<file path="src/rtl/rmii_pkg.sv">
// rtl/rmii_pkg.sv - shared types, constants and helpers for the RMII receive path
//
// Contents:
//   rx_state_e   receive FSM states
//   PRE_DIBIT    preamble dibit (2'b01)
//   SFD_DIBIT    start-of-frame-delimiter dibit (2'b11)
//   CRC_POLY     reflected CRC-32 polynomial
//   CRC_INIT     CRC-32 preset value
//   CRC_RESIDUE  register value after a frame with a correct FCS
//   crc_step_bit one bit of reflected CRC-32
//   sat_inc16    saturating 16-bit increment

package rmii_pkg;

    typedef enum logic [2:0] {
        ST_IDLE,
        ST_PREAMBLE,
        ST_DATA,
        ST_EOF,
        ST_DROP
    } rx_state_e;

    localparam logic [1:0]  PRE_DIBIT   = 2'b01;
    localparam logic [1:0]  SFD_DIBIT   = 2'b11;

    localparam logic [31:0] CRC_POLY    = 32'hEDB88320;
    localparam logic [31:0] CRC_INIT    = 32'hFFFFFFFF;
    localparam logic [31:0] CRC_RESIDUE = 32'hDEBB20E3;

    function automatic logic [31:0] crc_step_bit(input logic [31:0] c, input logic b);
        return (c >> 1) ^ ({32{c[0] ^ b}} & CRC_POLY);
    endfunction

    function automatic logic [15:0] sat_inc16(input logic [15:0] v);
        return (v == 16'hFFFF) ? v : v + 16'd1;
    endfunction

endpackage

</file>
<file path="src/rtl/eth_crc32_d2.sv">
// rtl/eth_crc32_d2.sv - registered reflected CRC-32 advancing one dibit per enable
//
// Ports:
//   clk    in   clock
//   rst_n  in   asynchronous active-low reset (register returns to CRC_INIT)
//   init   in   synchronous preset to CRC_INIT; wins over en
//   en     in   advance the register by one dibit
//   din    in   dibit, din[0] is the earlier bit on the wire
//   crc    out  current CRC register (no final inversion)

module eth_crc32_d2
    import rmii_pkg::*;
(
    input  logic        clk,
    input  logic        rst_n,
    input  logic        init,
    input  logic        en,
    input  logic [1:0]  din,
    output logic [31:0] crc
);

    logic [31:0] crc_d;
    logic [31:0] crc_q;

    always_comb begin
        crc_d = crc_q;
        if (init) begin
            crc_d = CRC_INIT;
        end else if (en) begin
            crc_d = crc_step_bit(crc_step_bit(crc_q, din[0]), din[1]);
        end
    end

    always_ff @(posedge clk or negedge rst_n) begin
        if (!rst_n) begin
            crc_q <= CRC_INIT;
        end else begin
            crc_q <= crc_d;
        end
    end

    assign crc = crc_q;

endmodule

</file>
<file path="src/rtl/rmii_rx_mac.sv">
// rtl/rmii_rx_mac.sv - 100 Mb/s RMII receive MAC front end (preamble strip, CRC/length check, FCS strip)
//
// Ports:
//   CLK50        in   50 MHz RMII reference clock
//   RST_N        in   asynchronous active-low reset
//   RMII_CRS_DV  in   carrier sense / data valid
//   RMII_RXD     in   receive dibit, LSB first within a byte
//   RMII_RX_ER   in   PHY receive error
//   rx_data      out  payload byte
//   rx_valid     out  single-cycle strobe for rx_data
//   rx_sof       out  first payload byte of a frame (with rx_valid)
//   rx_eof       out  single-cycle end-of-frame strobe
//   rx_good      out  frame status, valid with rx_eof
//   frames_ok    out  saturating good-frame count
//   frames_bad   out  saturating bad-frame count

module rmii_rx_mac
    import rmii_pkg::*;
#(
    parameter int MAX_FRAME = 1522,
    parameter int MIN_FRAME = 64
) (
    input  logic        CLK50,
    input  logic        RST_N,
    input  logic        RMII_CRS_DV,
    input  logic [1:0]  RMII_RXD,
    input  logic        RMII_RX_ER,
    output logic [7:0]  rx_data,
    output logic        rx_valid,
    output logic        rx_sof,
    output logic        rx_eof,
    output logic        rx_good,
    output logic [15:0] frames_ok,
    output logic [15:0] frames_bad
);

    localparam logic [10:0] MAX_B = 11'(MAX_FRAME);
    localparam logic [10:0] MIN_B = 11'(MIN_FRAME);

    rx_state_e   state_q, state_d;
    logic        armed_q, armed_d;
    logic        crs_prev_q, crs_prev_d;
    logic [1:0]  rxd_prev_q, rxd_prev_d;
    logic        first_q, first_d;
    logic [7:0]  sh_q, sh_d;
    logic [1:0]  dcnt_q, dcnt_d;
    logic [10:0] bcnt_q, bcnt_d;
    logic [31:0] dl_q, dl_d;
    logic        err_rx_q, err_rx_d;
    logic [7:0]  rx_data_q, rx_data_d;
    logic        rx_valid_q, rx_valid_d;
    logic        rx_sof_q, rx_sof_d;
    logic        rx_eof_q, rx_eof_d;
    logic        rx_good_q, rx_good_d;
    logic [15:0] frames_ok_q, frames_ok_d;
    logic [15:0] frames_bad_q, frames_bad_d;

    logic        crc_init;
    logic        crc_en;
    logic [31:0] crc_val;
    logic        push_prev;
    logic        push_cur;
    logic [7:0]  asm_sh;
    logic [1:0]  asm_dc;
    logic        byte_done;
    logic [7:0]  byte_val;
    logic [10:0] byte_n;
    logic        frame_good;

    // The CRC runs one dibit behind the wire: a dibit is folded in on the
    // edge after it was sampled, once its CRS_DV (or the following one) has
    // confirmed it as frame data. This keeps it at one dibit per cycle even
    // when a deferred low-CRS_DV dibit is released together with the next one.
    eth_crc32_d2 u_crc (
        .clk   (CLK50),
        .rst_n (RST_N),
        .init  (crc_init),
        .en    (crc_en),
        .din   (rxd_prev_q),
        .crc   (crc_val)
    );

    always_comb begin
        state_d      = state_q;
        armed_d      = armed_q;
        crs_prev_d   = RMII_CRS_DV;
        rxd_prev_d   = RMII_RXD;
        first_d      = 1'b0;
        sh_d         = sh_q;
        dcnt_d       = dcnt_q;
        bcnt_d       = bcnt_q;
        dl_d         = dl_q;
        err_rx_d     = err_rx_q;
        rx_data_d    = rx_data_q;
        rx_valid_d   = 1'b0;
        rx_sof_d     = 1'b0;
        rx_eof_d     = 1'b0;
        rx_good_d    = 1'b0;
        frames_ok_d  = frames_ok_q;
        frames_bad_d = frames_bad_q;
        crc_init     = 1'b0;
        crc_en       = 1'b0;
        push_prev    = 1'b0;
        push_cur     = 1'b0;
        asm_sh       = sh_q;
        asm_dc       = dcnt_q;
        byte_done    = 1'b0;
        byte_val     = 8'h00;
        byte_n       = bcnt_q + 11'd1;
        frame_good   = 1'b0;

        case (state_q)
            ST_IDLE: begin
                if (!RMII_CRS_DV) begin
                    armed_d = 1'b1;
                end else if (armed_q && (RMII_RXD == PRE_DIBIT)) begin
                    state_d = ST_PREAMBLE;
                end
            end

            ST_PREAMBLE: begin
                if (!RMII_CRS_DV) begin
                    state_d = ST_IDLE;
                    armed_d = 1'b1;
                end else if (RMII_RXD == SFD_DIBIT) begin
                    state_d  = ST_DATA;
                    first_d  = 1'b1;
                    dcnt_d   = 2'd0;
                    bcnt_d   = 11'd0;
                    err_rx_d = 1'b0;
                    crc_init = 1'b1;
                end else if (RMII_RXD == 2'b10) begin
                    state_d = ST_DROP;
                end
            end

            ST_DATA: begin
                err_rx_d = err_rx_q | RMII_RX_ER;
                // rxd_prev_q still holds the SFD dibit on the first DATA edge
                crc_en   = !first_q && (crs_prev_q || RMII_CRS_DV);

                if (!RMII_CRS_DV && !crs_prev_q) begin
                    // Second consecutive low: both low-CRS_DV dibits are dropped.
                    frame_good = (dcnt_q == 2'd0) && (bcnt_q >= MIN_B) && (bcnt_q <= MAX_B) &&
                                 !(err_rx_q || RMII_RX_ER) && (crc_val == CRC_RESIDUE);
                    rx_eof_d  = 1'b1;
                    rx_good_d = frame_good;
                    if (frame_good) begin
                        frames_ok_d = sat_inc16(frames_ok_q);
                    end else begin
                        frames_bad_d = sat_inc16(frames_bad_q);
                    end
                    state_d = ST_EOF;
                end else if (RMII_CRS_DV) begin
                    // A dibit sampled with CRS_DV low is only assembled once the
                    // next sample shows carrier again.
                    push_prev = !crs_prev_q;
                    push_cur  = 1'b1;
                end

                if (push_prev) begin
                    asm_sh = {rxd_prev_q, asm_sh[7:2]};
                    if (asm_dc == 2'd3) begin
                        byte_done = 1'b1;
                        byte_val  = asm_sh;
                    end
                    asm_dc = asm_dc + 2'd1;
                end
                if (push_cur) begin
                    asm_sh = {RMII_RXD, asm_sh[7:2]};
                    if (asm_dc == 2'd3) begin
                        byte_done = 1'b1;
                        byte_val  = asm_sh;
                    end
                    asm_dc = asm_dc + 2'd1;
                end
                sh_d   = asm_sh;
                dcnt_d = asm_dc;

                if (byte_done) begin
                    if (byte_n > MAX_B) begin
                        rx_eof_d     = 1'b1;
                        rx_good_d    = 1'b0;
                        frames_bad_d = sat_inc16(frames_bad_q);
                        state_d      = ST_DROP;
                    end else begin
                        bcnt_d = byte_n;
                        // Four-byte delay line: the oldest byte leaves only when a
                        // fifth arrives, so the trailing FCS is never emitted.
                        dl_d   = {byte_val, dl_q[31:8]};
                        if (byte_n >= 11'd5) begin
                            rx_valid_d = 1'b1;
                            rx_data_d  = dl_q[7:0];
                            rx_sof_d   = (byte_n == 11'd5);
                        end
                    end
                end
            end

            ST_EOF: begin
                state_d = ST_IDLE;
            end

            ST_DROP: begin
                if (!RMII_CRS_DV && !crs_prev_q) begin
                    state_d = ST_IDLE;
                    armed_d = 1'b1;
                end
            end

            default: begin
                state_d = ST_IDLE;
            end
        endcase
    end

    always_ff @(posedge CLK50 or negedge RST_N) begin
        if (!RST_N) begin
            state_q      <= ST_IDLE;
            armed_q      <= 1'b0;
            crs_prev_q   <= 1'b0;
            rxd_prev_q   <= 2'b00;
            first_q      <= 1'b0;
            sh_q         <= 8'h00;
            dcnt_q       <= 2'd0;
            bcnt_q       <= 11'd0;
            dl_q         <= 32'h0;
            err_rx_q     <= 1'b0;
            rx_data_q    <= 8'h00;
            rx_valid_q   <= 1'b0;
            rx_sof_q     <= 1'b0;
            rx_eof_q     <= 1'b0;
            rx_good_q    <= 1'b0;
            frames_ok_q  <= 16'h0;
            frames_bad_q <= 16'h0;
        end else begin
            state_q      <= state_d;
            armed_q      <= armed_d;
            crs_prev_q   <= crs_prev_d;
            rxd_prev_q   <= rxd_prev_d;
            first_q      <= first_d;
            sh_q         <= sh_d;
            dcnt_q       <= dcnt_d;
            bcnt_q       <= bcnt_d;
            dl_q         <= dl_d;
            err_rx_q     <= err_rx_d;
            rx_data_q    <= rx_data_d;
            rx_valid_q   <= rx_valid_d;
            rx_sof_q     <= rx_sof_d;
            rx_eof_q     <= rx_eof_d;
            rx_good_q    <= rx_good_d;
            frames_ok_q  <= frames_ok_d;
            frames_bad_q <= frames_bad_d;
        end
    end

    assign rx_data    = rx_data_q;
    assign rx_valid   = rx_valid_q;
    assign rx_sof     = rx_sof_q;
    assign rx_eof     = rx_eof_q;
    assign rx_good    = rx_good_q;
    assign frames_ok  = frames_ok_q;
    assign frames_bad = frames_bad_q;

endmodule

</file>
<file path="config.mk">
export PLATFORM = sky130hd
export DESIGN_NAME = rmii_rx_mac
export DESIGN_NICKNAME = d
export VERILOG_FILES = /design/src/rtl/rmii_pkg.sv /design/src/rtl/eth_crc32_d2.sv /design/src/rtl/rmii_rx_mac.sv
export SDC_FILE = /design/constraint.sdc
export NUM_CORES = 1
export LEC_CHECK = 0
export CORE_ASPECT_RATIO = 0.5
export CORE_MARGIN = 1
export CORE_UTILIZATION = 25
export DETAILED_ROUTE_END_ITERATION = 6
export PLACE_DENSITY_LB_ADDON = 0.1
export REMOVE_ABC_BUFFERS = 1
export SLEW_MARGIN = 25
export SYNTH_ARGS = -nofsm -noshare
export SYNTH_HDL_FRONTEND = slang
export SYNTH_SLANG_ARGS = --single-unit
</file>
<file path="constraint.sdc">
create_clock -name CLK50 -period 7.75 [get_ports CLK50]
set_clock_uncertainty 0.05 [all_clocks]
set_input_delay 1.9375 -clock CLK50 [delete_from_list [all_inputs] [get_ports CLK50]]
set_output_delay 1.9375 -clock CLK50 [all_outputs]
set_load 0.05 [all_outputs]
</file>
==> run_results.csv, run 1 <==
group,metric,value,unit
critical_path,critPathMaxStageDelay,690,ps
timing,fin_crit_sh,0.703,
yosys,netlist_instances,572,
yosys,yosysMostFrequentCell,"dfrtp_1",
critical_path,timing.rr.start,"bcnt_q[0]",
floorplan,dieHeight,116,µm
yosys,netlist-cell-type-count,64,
critical_path,required,8000,ps
grt,gr-total-overflow,0,
yosys,synth_area_leader_cell,"dfrtp_1",
route,drt_iter0_drc,324,
clock_tree,cts-resized-gates,0,
floorplan,core,0.0253,mm²
hold_path,hp-class,"flop to flop",
cells_and_area,postLayoutCellArea,0.00797,mm²
clock_tree,cts.htree.levels,4,
critical_path,crit_buf_inv,2,
hold_path,min_path_cells,1,
grt,grt_pass1_wl,25.2,mm
critical_path,cp_max_fo,31,
timing,fmax,184,MHz
floorplan,io_pins,50,
grt,grt_pass1_vias,4490,
placement,dp.cells,942,
yosys,synth_area,0.00650,mm²
yosys,yosysTopAreaCellShare,0.400,
power_and_ir_drop,powerDensity,334,mW/mm²
yosys,synth_seq_cells,136,
timing,relSlewSlack,0.355,
clock_tree,cts_tree,"yes",
timing,setup_violations,0,
run,drv_cap,0,
cells_and_area,fin_nets,631,
route,drt_wl_total,15.1,mm
critical_path,critPathKind,"primary input to flop",
clock_tree,cts.sinks,136,
yosys,avgSynthCellArea,11.4,µm²
route,ant_nets,0,
timing,fin_setup_tns,0,ps
critical_path,crit_path_end_kind,"flop",
critical_path,cp-start-kind,"primary input",
critical_path,r2r_cells,8,
yosys,synth-async-reset-ratio,1.00,
timing,fin_crit,5450,ps
outcome,status,"completed",
yosys,synth_edf_count,0,
floorplan,rows,41,
cells_and_area,drive_gt1_frac,0.224,
cells_and_area,area_growth,22.6,%
floorplan,die-area,0.0267,mm²
power_and_ir_drop,ir_worst_vdd,0.155,mV
grt,antenna_found_initial,0,
route,dr.pass1.iters,4,
route,wl_per_cell,15.5,µm
yosys,synth.area.top_cells,"dfrtp_1 (40%), dfstp_2 (13%), mux2_2 (8.0%), xnor2_1 (4.4%), nor2_1 (3.1%)",
timing,timing.final.ws_setup,2300,ps
timing,hold_viol,0,
hold_path,hold_start,"armed_q",
yosys,yosysSeqAreaShare,0.530,
placement,dp_slack,1880,ps
yosys,yosysWarnings,0,
placement,place_area,0.00735,mm²
critical_path,r2r_slack,3860,ps
yosys,synthTopCellsByCount,"dfrtp_1 (104), nor2_1 (53), mux2_2 (46)",
critical_path,crit_start,"RMII_CRS_DV",
critical_path,slowest_stage,"clkdlybuf4s50_1",
timing,grt_setup_unrepaired,"false",
critical_path,crit_family,"buffers and inverters",
route,viasPerCell,4.55,
placement,gp_congestion,0.745,
grt,grt_max_degree,85,
hold_path,min_to,"armed_q",
grt,grt_use_total,0.123,
route,num_vias,4427,
clock_tree,clk_latency,420,ps
floorplan,initial_core_util,0.257,
floorplan,die_w,230,µm
power_and_ir_drop,p_leak,0.00333,µW
placement,dpl.hpwl,9.98,mm
timing,finalMaxSlewViolations,0,
cells_and_area,final_cells,974,
clock_tree,root_buffer,"clkbuf_16",
cells_and_area,antenna_cells,0,
clock_tree,clk_pin_slew,60,ps
clock_tree,cts_buffers,17,
timing,worstMarginPinSlew,964,ps
critical_path,arrival,5700,ps
clock_tree,cts-hold-fix-buffers,0,
clock_tree,post-cts-setup-buffers,0,
placement,port_buffers,49,
critical_path,critPathMostFrequentCell,"mux2_2",
yosys,synth_ff_type,"dfrtp_1",
route,drc,0,
critical_path,worst_r2r_endpoint,"dl_q[8]",
clock_tree,cts_buffer_depth,2,
critical_path,crit_chain,"clkdlybuf4s50_1 -> nand2b_1 -> mux2_2 -> ha_1 -> o21ai_0 -> or2_2 -> a21oi_4 -> buf_4 -> mux2_2",
[per-layer routing]
metal / global-route usage / vias to the layer above / share of wire
met5: 0 / - / 0
met4: 0.0499 / 0 / 0.013
met3: 0.0337 / 14 / 0.028
met2: 0.173 / 43 / 0.42
met1: 0.177 / 2227 / 0.54
li1: - / 2143 / -
[cell type report]
type	count	area, µm²
multi-input combinational	391	2880
inverter	16	60.1
fill	2598	17400
timing repair buffer	55	537
clock buffer	23	478
clock inverter	9	145
sequential	136	3440
tap	344	430
[power by group]
group	internal, µW	switching, µW
Sequential	940	173
Combinational	315	366
Clock	562	305
[worst max path at each step]
stage	to	slack [ps]	cells after the start
final	dl_q[8]	2300	9
after detailed placement	dl_q[1]	1880	9
after global placement	dl_q[3]	1980	9
after CTS	dl_q[1]	2330	9
after floorplan	rx_data[0]	1150	8
after global routing	dl_q[17]	2020	9
[sequential cells by signal, indices dropped and copies added (netlist names), named ones only]
register and count:
first_q 1, dl_q 32, armed_q 1, state_q 3, rx_good 1, u_crc.crc 32, bcnt_q 11, rxd_prev_q 2
rx_sof 1, frames_ok 16, rx_data 8, rx_valid 1, rx_eof 1, err_rx_q 1, dcnt_q 2, crs_prev_q 1
sh_q 5, frames_bad 16
[metrics by stage]
stage | total power [µW] | utilization | hold WS (ps)
2_1_floorplan | 1590 | - | 400
3_5_place_dp | 1810 | 0.290 | 429
5_1_grt | 2850 | 0.315 | 467
4_1_cts | 2700 | 0.315 | 442
6_report | 2660 | 0.315 | 440
3_3_place_gp | 1810 | 0.290 | 426
[cell usage in the layout, fill, tap and decap left out, drive strengths merged, types with 5 or more instances in the layout]
cell	netlist	final
nor3	14	14
nor4	9	9
a22oi	5	5
dfrtp	104	104
xor2	21	21
nor2b	5	5
mux2i	5	5
inv	16	16
o22a	14	14
a21oi	38	38
and3	5	5
mux2	46	46
xnor2	34	34
ha	8	8
dfstp	32	32
clkdlybuf4s50	0	48
clkbuf	11	23
nor2	53	53
clkinv	0	5
nand4	11	11
o21ai	12	12
nand2	32	32
buf	18	7
nand3	14	14
[cells by family (layout without fill, tap and decap cells)]
group	after synthesis	after routing	share of synthesized area
xor+xnor	55	55	0.0753
fa+ha+maj	8	8	0.0154
flops	136	136	0.530
compound gates	98	98	0.107
buf+inv	45	103	0.0304
mux	51	51	0.0874
simple gates	179	179	0.155
(Power assumes the default switching activity.)
==> run 2, diff against run 1 <==
clock period = 5 ns   (was 7.75 ns; I/O delays follow)
==> run 2 against run 1 <==
Effect of this change:
- critical path depth unchanged
- non-clock buffer count is 4 higher
- setup slack got worse by 1300 ps
- clock-buffer cell count rose by 6
- combinational power grew 56%
- sequential cell count is the same
- die area unchanged
- wire length is 0.95% lower
- cell count is 0.41% higher
- largest power group unchanged
==> run_results.csv, run 2 (synthesis gave the netlist of run 1 again) <==
group,metric,value,unit
timing,setup_violations,0,
timing,fin_crit,4040,ps
power_and_ir_drop,powerDensity,495,mW/mm²
placement,dpl.hpwl,9.89,mm
floorplan,initial_core_util,0.257,
hold_path,hp-class,"flop to flop",
clock_tree,post-cts-setup-buffers,0,
critical_path,cp_max_fo,19,
clock_tree,cts.htree.levels,4,
cells_and_area,area_growth,22.1,%
route,drt_iter0_drc,310,
clock_tree,cts-resized-gates,0,
cells_and_area,final_cells,978,
grt,grt_pass1_wl,24.8,mm
floorplan,io_pins,50,
run,drv_cap,0,
clock_tree,cts_buffer_depth,2,
floorplan,core,0.0253,mm²
timing,relSlewSlack,0.429,
route,drt_wl_total,15.0,mm
cells_and_area,fin_nets,635,
floorplan,die-area,0.0267,mm²
clock_tree,clk_latency,420,ps
critical_path,cp-start-kind,"primary input",
cells_and_area,postLayoutCellArea,0.00794,mm²
power_and_ir_drop,ir_worst_vdd,0.254,mV
cells_and_area,final_common_cell,"dfrtp_1",
critical_path,critPathKind,"primary input to flop",
timing,fin_crit_sh,0.808,
floorplan,die_w,230,µm
clock_tree,root_buffer,"clkbuf_16",
clock_tree,cts_buffers,17,
timing,hold_ws,435,ps
grt,grt_pass1_vias,4427,
route,viasPerCell,4.50,
clock_tree,cts.sinks,136,
floorplan,dieHeight,116,µm
critical_path,arrival,4290,ps
clock_tree,cts_tree,"yes",
grt,gr-total-overflow,0,
timing,finalMaxSlewViolations,0,
cells_and_area,final_cell_mix,"dfrtp_1 (104), nor2_1 (53), clkdlybuf4s50_1 (48)",
placement,port_buffers,49,
critical_path,crit_path_end_kind,"flop",
timing,hold_viol,0,
route,num_vias,4397,
placement,place_area,0.00740,mm²
timing,worstMarginPinSlew,853,ps
power_and_ir_drop,p_leak,0.00332,µW
critical_path,required,5250,ps
clock_tree,cts-hold-fix-buffers,0,
power_and_ir_drop,p_total,3930,µW
cells_and_area,drive_gt1_frac,0.221,
grt,grt_max_degree,71,
placement,dp_slack,509,ps
cells_and_area,antenna_cells,0,
placement,gp_congestion,0.741,
floorplan,rows,41,
clock_tree,clk_pin_slew,60,ps
route,ant_nets,0,
route,dr.pass1.iters,4,
route,drc,0,
timing,fmax,248,MHz
grt,antenna_found_initial,0,
timing,timing.final.ws_setup,961,ps
timing,grt_setup_unrepaired,"false",
route,wl_per_cell,15.3,µm
cells_and_area,nFillCells,2625,
grt,grt_use_total,0.120,
placement,dp.cells,946,
outcome,status,"completed",
## run 2: per-stage QoR
| step | TNS, ps | util |
|---|---|---|
| after CTS | 0 | 0.313 |
| after global placement | 0 | 0.292 |
| final | 0 | 0.313 |
| after global routing | 0 | 0.313 |
| after detailed placement | 0 | 0.292 |
| after floorplan | -25640 | - |
## run 2: layout make-up
class / instances / area (µm²) / share of cell area
multi-input combinational: 391 / 2880 / 0.362
tap: 344 / 430 / 0.0542
clock inverter: 3 / 15.0 / 0.00189
timing repair buffer: 59 / 592 / 0.0746
inverter: 16 / 60.1 / 0.00757
clock buffer: 29 / 520 / 0.0656
sequential: 136 / 3440 / 0.434
## run 2: worst paths after layout
check / start / endpoint / slack (ps) / cells after the start
worst max-delay path: RMII_CRS_DV / rx_data[5] / 960 / 9
worst min register to register: armed_q / armed_q / 430 / 1
max in group asynchronous: RST_N / u_crc.crc[14] / 3250 / 2
worst min-delay path: armed_q / armed_q / 430 / 1
worst max register to register: bcnt_q[0] / frames_bad[13] / 1540 / 8
min in group asynchronous: RST_N / dl_q[8] / 770 / 1
## run 2: report_power, final
part | switching (µW) | leakage [µW] | internal (µW)
Clock | 454 | 0.000265 | 698
Sequential | 264 | 0.00172 | 1460
Combinational | 561 | 0.00133 | 494
## run 2: critical path, stage by stage
cell and delay (ps):
clkdlybuf4s50_1 480, nand2b_1 250, mux2_2 310, ha_1 310, o21ai_0 210, or2_2 350, a21oi_4 450, o21ai_2 320
mux2_2 350
## run 2: layer usage
layer  global-route usage  routed length, µm  vias up  share of wire
li1                     -                  -     2143              -
met1                0.166               7850     2194           0.52
met2                0.179               6570       44           0.44
met3               0.0320                372       16          0.025
met4               0.0459                190        0          0.013
met5                    0                  0        -              0
==> run 3, diff against run 2 <==
clock period = 4.25 ns   (was 5 ns; I/O delays follow)
==> run 3 against run 2 <==
Effect of this change:
- sequential power up 18%
- first-iteration DRC count up 1.3%
- clock power up 37%
==> run_results.csv, run 3 (synthesis gave the netlist of run 1 again) <==
group,metric,value,unit
grt,antenna_found_initial,0,
timing,fin_crit_sh,0.815,
floorplan,die-area,0.0267,mm²
route,drt_iter0_drc,314,
power_and_ir_drop,ir_worst_vdd,0.299,mV
clock_tree,cts.htree.levels,4,
cells_and_area,final_cell_mix,"dfrtp_1 (104), nor2_1 (53), clkdlybuf4s50_1 (48)",
timing,finalMaxSlewViolations,0,
critical_path,cp-start-kind,"flop",
hold_path,hp-class,"flop to flop",
power_and_ir_drop,switching_power,1570,µW
clock_tree,clk_pin_slew,60,ps
cells_and_area,antenna_cells,0,
floorplan,rows,41,
critical_path,critPathKind,"flop to flop",
cells_and_area,regArea,0.00344,mm²
grt,grt_pass1_vias,4478,
power_and_ir_drop,comb_power_share,0.259,
critical_path,crit_path_end_kind,"flop",
timing,worstMarginPinSlew,898,ps
grt,gr-total-overflow,0,
critical_path,slowest_stage,"dfrtp_1",
cells_and_area,nFillCells,2587,
grt,grt_pass1_wl,25.5,mm
critical_path,critPathMaxStageDelay,560,ps
clock_tree,post-cts-setup-buffers,0,
placement,dpl.hpwl,10.2,mm
route,dr.pass1.iters,5,
clock_tree,clk_latency,430,ps
placement,port_buffers,49,
power_and_ir_drop,p_int,3300,µW
floorplan,die_w,230,µm
power_and_ir_drop,p_seq_frac,0.417,
route,num_vias,4456,
grt,grt_use_total,0.125,
clock_tree,cts-hold-fix-buffers,0,
clock_tree,cts-resized-gates,0,
route,viasPerCell,4.53,
route,drc,0,
cells_and_area,drive_gt1_frac,0.239,
floorplan,io_pins,50,
timing,hold_ws,441,ps
timing,setup_violations,0,
route,ant_nets,0,
power_and_ir_drop,p_total,4860,µW
timing,relSlewSlack,0.399,
timing,hold_viol,0,
critical_path,cp_max_fo,16,
timing,fmax,289,MHz
critical_path,arrival,3730,ps
timing,fin_crit,3470,ps
power_and_ir_drop,swShare,0.323,
power_and_ir_drop,powerDensity,603,mW/mm²
clock_tree,cts_buffers,17,
clock_tree,root_buffer,"clkbuf_16",
cells_and_area,area_growth,24.0,%
clock_tree,cts_tree,"yes",
power_and_ir_drop,pwr-share-clk,0.324,
floorplan,core,0.0253,mm²
clock_tree,cts_buffer_depth,2,
power_and_ir_drop,p_leak,0.00337,µW
floorplan,initial_core_util,0.257,
grt,grt_max_degree,82,
route,drt_wl_total,15.3,mm
cells_and_area,multi_input_area,0.00288,mm²
run,drv_cap,0,
floorplan,dieHeight,116,µm
clock_tree,cts.sinks,136,
critical_path,crit_chain,"ha_1 -> nand3_1 -> or3_1 -> nor3_1 -> xnor2_1 -> a31oi_2 -> buf_4 -> nor4_1 -> mux2_2",
timing,grt_setup_unrepaired,"false",
cells_and_area,fin_nets,641,
placement,gp_congestion,0.718,
outcome,status,"completed",
route,wl_per_cell,15.6,µm
critical_path,required,4510,ps
cells_and_area,final_common_cell,"dfrtp_1",
==> run 3: cell count changes in the layout (fill, tap and decap cells not counted), moves of 4 or more <==
cell	delta
bufinv_16	+4
buf_4	+7
clkinvlp_4	+4
clkbuf_1	-6
clkbuf_8	-4
==> run 3: critical path, delay by kind of cell, from the launching register on <==
family | cells | cell delay (ps)
AND/OR/NAND/NOR | 4 | 1250
flip-flops | 1 | 560
adder cells (fa/ha/maj) | 1 | 450
multiplexers | 1 | 370
XOR/XNOR | 1 | 290
buffers and inverters | 1 | 230
AO/OA/AOI/OAI | 1 | 150
==> run 3: power groups by stage <==
stage	sequential [µW]	combinational (µW)	clock (µW)
2_1_floorplan	2000	899	0
3_3_place_gp	2050	1260	0
3_5_place_dp	2050	1270	0
4_1_cts	2030	1280	1620
5_1_grt	2090	1420	1680
6_report	2030	1260	1580
==> run 3: metrics by stage <==
stage | setup slack, ps | TNS, ps | area [µm²] | utilization | instances
final | 785 | 0 | 8060 | 0.318 | 984
after global routing | 497 | 0 | 8060 | 0.318 | 984
after CTS | 754 | 0 | 8060 | 0.318 | 984
after detailed placement | 364 | 0 | 7440 | 0.294 | 952
after global placement | 423 | 0 | 7440 | 0.294 | 952
after floorplan | -1470 | -54890 | 6360 | - | 543
==> run 3: final cells by class <==
cell class | instances | area share
Clock buffer | 19 | 0.0549
Multi-Input combinational cell | 391 | 0.358
Sequential cell | 136 | 0.427
Clock inverter | 13 | 0.0222
Inverter | 16 | 0.00745
Timing Repair Buffer | 65 | 0.0774
Tap cell | 344 | 0.0534
==> run 3: final timing paths <==
| check | slack, ps | startpoint | cells past startpoint | end |
|---|---|---|---|---|
| setup / recovery | 780 | bcnt_q[0] | 9 | frames_bad[13] |
| hold / removal | 440 | armed_q | 1 | armed_q |
| setup reg to reg | 780 | bcnt_q[0] | 9 | frames_bad[13] |
| hold reg to reg | 440 | armed_q | 1 | armed_q |
| max in group asynchronous | 2620 | RST_N | 2 | u_crc.crc[31] |
| min in group asynchronous | 650 | RST_N | 1 | rx_data[3] |
==> run 3: per-layer routing <==
metal,vias to the layer above,share of wire,GRT usage
li1,2157,-,-
met2,43,0.44,0.181
met3,16,0.026,0.0303
met4,0,0.013,0.0503
met1,2240,0.52,0.178
met5,-,0,0
